File: config.mk
export PLATFORM = sky130hd
export DESIGN_NAME = ps2_rx_fifo
export DESIGN_NICKNAME = d
export VERILOG_FILES = /design/src/rtl/ps2_rx_fifo.sv
export SDC_FILE = /design/constraint.sdc
export NUM_CORES = 1
export LEC_CHECK = 0
export ABC_AREA = 1
export CORE_ASPECT_RATIO = 0.8
export CORE_MARGIN = 8
export CORE_UTILIZATION = 50
export CTS_BUF_LIST = sky130_fd_sc_hd__clkbuf_4 sky130_fd_sc_hd__clkbuf_8
export CTS_CLUSTER_SIZE = 30
export DETAILED_ROUTE_END_ITERATION = 12
export PLACE_DENSITY_LB_ADDON = 0.1
export SLEW_MARGIN = 10
export SYNTH_ARGS = -nofsm -noshare
export SYNTH_HDL_FRONTEND = slang
export SYNTH_SLANG_ARGS = --single-unit
File: constraint.sdc
create_clock -name clk -period 3.3 [get_ports clk]
set_input_delay 0.33 -clock clk [delete_from_list [all_inputs] [get_ports clk]]
set_output_delay 0.33 -clock clk [all_outputs]
set_load 0.1 [all_outputs]
File: src/rtl/ps2_rx_fifo.sv
// PS/2 device-to-host receiver: deglitched clock, 11-bit frame check, inactivity timeout, output FIFO.
// Optional parity/stop verification is enabled by defining PS2_RX_PARITY_CHECK_EN.
//
// state | meaning
// IDLE  | waiting for a start-bit fall (needs rx_en and ps2d low)
// RX    | shifting data, parity and stop bits; inactivity timer running
// CHECK | one cycle: validate the frame, push to the FIFO or flag it
module ps2_rx_fifo #(
   parameter int FILTER_LEN     = 8,
   parameter int FIFO_DEPTH     = 8,
   parameter int TIMEOUT_CYCLES = 100000
) (
   input  logic                          clk,
   input  logic                          reset,
   input  logic                          ps2d,
   input  logic                          ps2c,
   input  logic                          rx_en,
   output logic                          rd_valid,
   output logic [7:0]                    rd_data,
   input  logic                          rd_ready,
   output logic [$clog2(FIFO_DEPTH):0]   count,
   output logic                          busy,
   output logic                          err_tick,
   output logic                          overflow_tick,
   output logic                          timeout_tick
);

   localparam int AW = $clog2(FIFO_DEPTH);
   localparam int TW = $clog2(TIMEOUT_CYCLES + 1);

   typedef enum logic [1:0] {IDLE, RX, CHECK} state_t;

   state_t state, state_next;

   logic [FILTER_LEN-1:0] filt_sr;
   logic                  filt, filt_next, fall;
   logic [3:0]            bit_cnt;
   logic [TW-1:0]         timer;
   logic [9:0]            shift;
   logic                  load_start, shift_en, timeout_set, check;
   logic                  frame_good, full, pop, push;
   logic [AW:0]           wr_ptr, rd_ptr;
   logic [7:0]            mem [FIFO_DEPTH];

   // Clock deglitch: the filtered level only moves on a unanimous register.
   always_ff @(posedge clk or posedge reset) begin
      if (reset) begin
         filt_sr <= '0;
         filt    <= 1'b0;
      end else begin
         filt_sr <= {ps2c, filt_sr[FILTER_LEN-1:1]};
         filt    <= filt_next;
      end
   end

   always_comb begin
      filt_next = filt;
      if (&filt_sr)
         filt_next = 1'b1;
      else if (~|filt_sr)
         filt_next = 1'b0;
   end

   assign fall = filt & ~filt_next;

   always_ff @(posedge clk or posedge reset) begin
      if (reset)
         state <= IDLE;
      else
         state <= state_next;
   end

   // Abort when the timer is about to reach its limit, so the tick lands
   // exactly TIMEOUT_CYCLES cycles after the last fall.
   always_comb begin
      state_next  = state;
      load_start  = 1'b0;
      shift_en    = 1'b0;
      timeout_set = 1'b0;
      check       = 1'b0;
      unique case (state)
         IDLE: begin
            if (fall && rx_en && !ps2d) begin
               load_start = 1'b1;
               state_next = RX;
            end
         end
         RX: begin
            if (fall) begin
               shift_en = 1'b1;
               if (bit_cnt == 4'd1)
                  state_next = CHECK;
            end else if (timer == TW'(TIMEOUT_CYCLES - 2)) begin
               timeout_set = 1'b1;
               state_next  = IDLE;
            end
         end
         CHECK: begin
            check      = 1'b1;
            state_next = IDLE;
         end
         default: state_next = IDLE;
      endcase
   end

   always_ff @(posedge clk or posedge reset) begin
      if (reset) begin
         bit_cnt <= '0;
         timer   <= '0;
         shift   <= '0;
      end else if (load_start) begin
         bit_cnt <= 4'd10;
         timer   <= '0;
      end else if (shift_en) begin
         shift   <= {ps2d, shift[9:1]};
         bit_cnt <= bit_cnt - 4'd1;
         timer   <= '0;
      end else if (state == RX) begin
         timer   <= timer + TW'(1);
      end
   end

`ifdef PS2_RX_PARITY_CHECK_EN
   assign frame_good = (^shift[8:0]) & shift[9];
`else
   // Parity and stop bits are still captured but play no part in acceptance.
   logic unused_frame_bits;
   assign unused_frame_bits = ^shift[9:8];
   assign frame_good        = 1'b1;
`endif

   assign count    = wr_ptr - rd_ptr;
   assign full     = (count == (AW+1)'(FIFO_DEPTH));
   assign rd_valid = (count != '0);
   assign pop      = rd_valid & rd_ready;
   assign push     = check & frame_good & (~full | pop);
   assign busy     = (state != IDLE);
   assign rd_data  = rd_valid ? mem[rd_ptr[AW-1:0]] : 8'h00;

   always_ff @(posedge clk) begin
      if (push)
         mem[wr_ptr[AW-1:0]] <= shift[7:0];
   end

   always_ff @(posedge clk or posedge reset) begin
      if (reset) begin
         wr_ptr        <= '0;
         rd_ptr        <= '0;
         err_tick      <= 1'b0;
         overflow_tick <= 1'b0;
         timeout_tick  <= 1'b0;
      end else begin
         if (push)
            wr_ptr <= wr_ptr + (AW+1)'(1);
         if (pop)
            rd_ptr <= rd_ptr + (AW+1)'(1);
         err_tick      <= check & ~frame_good;
         overflow_tick <= check & frame_good & full & ~pop;
         timeout_tick  <= timeout_set;
      end
   end

endmodule

==> impl_metrics.ini <==
[run_status]
status = finished clean

[logic_synthesis]
synth.avg_cell_area_um2 = 10.0
synthAdderAreaFrac = 0.0248
synth-xor-area-share = 0.0295
yosysTopAreaCell = edfxtp_1
synth_top_area_share = 0.359
synth_seq_area_share = 0.603
synth-seq-cells = 116
synth_compound_area_frac = 0.0702
synth_top_family_by_area = simple AND/OR/NAND/NOR gates
synthesis.area_um2 = 5350
synth_area_leaders = edfxtp_1, dfrtp_1, nand2_1
synthCells = 533
synth.area.mux_share = 0.0337
yosys_warnings = 0
ys_types = 32
synth-simple-area-share = 0.183
syn_nets = 549

[clock_tree]
cts_tree = yes
cts.path.max_buffers = 2
clk_transition_reported_paths_ns = 0.07
cts_buffers = 17
cts_sinks = 116
cts_setup_buffers = 0
cts_root_buf = clkbuf_8
cts_resized = 0
insertion_delay_ns = 0.42
hold_buffers = 0
htree_levels = 4

[finish]
drive_gt1_frac = 0.163
layout_common_cells = nand2_1, edfxtp_1, dfrtp_1
area_delta_synth_final_pct = 19.0
nNetsFinal = 574
final_common_cell = nand2_1
antenna_cells = 0

[worst_setup_path]
slowest_stage = dfrtp_1
cp-start-kind = flip-flop
cpPeakStageDelay_ns = 0.48
worstPathRequired_ns = 2.97
cp-end-kind = output pin
crit_type = reg2out
cp_num_buf_inv = 2
worstPathMaxFanout = 9
crit_family = buffers and inverters
critPathArrivalTime_ns = 2.73
crit_chain = ha_1, a21oi_1, nand2_1, xnor2_1, nand2_8, clkinvlp_4, nor2_4, buf_12

[sta]
setup_viol = 0
relSlewSlack = 0.342
max_freq_mhz = 327
fin_crit_ns = 3.06
drv_slew = 0
setup_tns_ns = 0
tightest_slew_ns = 0.984
finalCritPeriodShare = 0.927
rsz0062_at_grt = false
timing.final.hold_violations = 0
skew_ns = 0.00970
whs_ns = 0.346

[floorplan]
dieArea_um2 = 14300
die_x_um = 132
die_h_um = 108
ios = 23
initial_core_util = 0.518
rows = 33
core_um2 = 10300

[grt]
grt-ovfl-total = 0
grt_pass1_vias = 3527
grt.total_usage = 0.159
grt_max_degree = 53
antenna_found_initial = 0
grt_pass1_wl_mm = 17.8

[drt]
wl_mm = 10.7
drt_iter0_drc = 422
final_antenna_net_count = 0
wl_per_cell_um = 15.0
vias = 3687
dr.pass1.iters = 5
route.detailed.drc = 0
viasPerCell = 5.19

[power]
seqPwrFrac = 0.464
p_int_mw = 2.68
irDropWorstVdd_mv = 0.320
power_frac_clock = 0.379
p_leak_nw = 2.67
pwr-share-comb = 0.157
powerDensity_nw_per_um2 = 583
p_switching_mw = 1.03
p_sw_frac = 0.278

[flow_run]
drv_cap = 0

[placed_design]
place_congestion = 0.862
place_hpwl_mm = 7.37
numPortBuffers = 21

[min_path]
hold_path.class = in2reg
-- cells by family (layout without fill, tap and decap cells) --
group | count (synthesis) | count (layout)
multiplexers | 16 | 16
AO/OA/AOI/OAI | 73 | 73
AND/OR/NAND/NOR | 226 | 226
flip-flops | 116 | 116
buffers and inverters | 73 | 111
other | 1 | 1
adder cells (fa/ha/maj) | 10 | 10
XOR/XNOR | 18 | 18
-- cells in the mapped netlist, drive strengths merged --
cell / instances
buf: 15
a21oi: 19
a21o: 1
fa: 1
o21ai: 50
nor2: 51
mux2: 16
clkbuf: 4
xnor2: 7
a21boi: 1
nor3: 5
dfrtp: 52
edfxtp: 64
nor3b: 1
nand3: 46
inv: 52
conb: 1
nand4: 8
nand3b: 1
o211ai: 2
ha: 9
nand2: 114
xor2: 11
clkinv: 2
-- flip-flops by register name, indices dropped and copies added (netlist names) --
name	cells
mem	64
timer	17
shift	10
filt_sr	8
bit_cnt	4
rd_ptr	4
wr_ptr	4
state	2
filt	1
overflow_tick	1
timeout_tick	1
-- worst reg2reg max path, stage by stage, from the launching register on --
cell	delay, ns
dfrtp_1	0.45
inv_2	0.12
ha_4	0.13
inv_2	0.04
fa_2	0.39
xor2_4	0.22
nor3_4	0.09
nand3_2	0.16
nand3_1	0.17
nor2_1	0.61
-- cell type report --
| class | count | area, um2 |
|---|---|---|
| clock buffers | 24 | 318 |
| clock inverters | 8 | 120 |
| fillers | 838 | 3960 |
| inverters | 54 | 213 |
| multi-input cells | 344 | 1960 |
| flip-flops and latches | 116 | 3220 |
| well taps | 140 | 175 |
| repair buffers | 25 | 358 |
-- worst paths after layout --
kind,from,end,slack [ns],depth (start not counted)
worst min-delay path,ps2c,filt_sr[7]$_DFF_PP0_,0.35,1
max in group asynchronous,reset,timer[0]$_DFFE_PP0P_,2.36,2
min in group asynchronous,reset,filt_sr[2]$_DFF_PP0_,0.40,2
worst max-delay path,wr_ptr[2]$_DFFE_PP0P_,rd_data[0],0.24,8
worst max register to register,wr_ptr[0]$_DFFE_PP0P_,mem[6][0]$_DFFE_PP_,0.55,9
worst min register to register,filt_sr[6]$_DFF_PP0_,filt_sr[5]$_DFF_PP0_,0.41,0
-- per-layer routing --
| layer | vias up | track usage | wire (um) |
|---|---|---|---|
| li1 | 1831 | - | - |
| met1 | 1770 | 0.221 | 5300 |
| met2 | 77 | 0.231 | 4810 |
| met3 | 9 | 0.0473 | 480 |
| met4 | 0 | 0.0597 | 101 |
| met5 | - | 0 | 0 |
-- per-stage QoR --
step	cells	power (mW)	utilization	setup WS [ns]	cell area, um2
floorplan	533	2.15	-	-0.0102	5500
global placement	679	2.31	0.574	0.617	5930
detailed placement	679	2.33	0.574	0.523	5930
CTS	711	3.73	0.616	0.185	6360
global route	711	3.87	0.617	0.0514	6360
finish	711	3.71	0.617	0.241	6360
-- power by group through the flow --
| stage | Sequential, mW | Combinational (mW) | Clock (mW) |
|---|---|---|---|
| CTS | 1.72 | 0.584 | 1.43 |
| detailed placement | 1.75 | 0.583 | 0 |
| finish | 1.72 | 0.581 | 1.41 |
| global route | 1.74 | 0.630 | 1.50 |
| global placement | 1.74 | 0.571 | 0 |
| floorplan | 1.71 | 0.442 | 0 |
(Power assumes the default switching activity.)
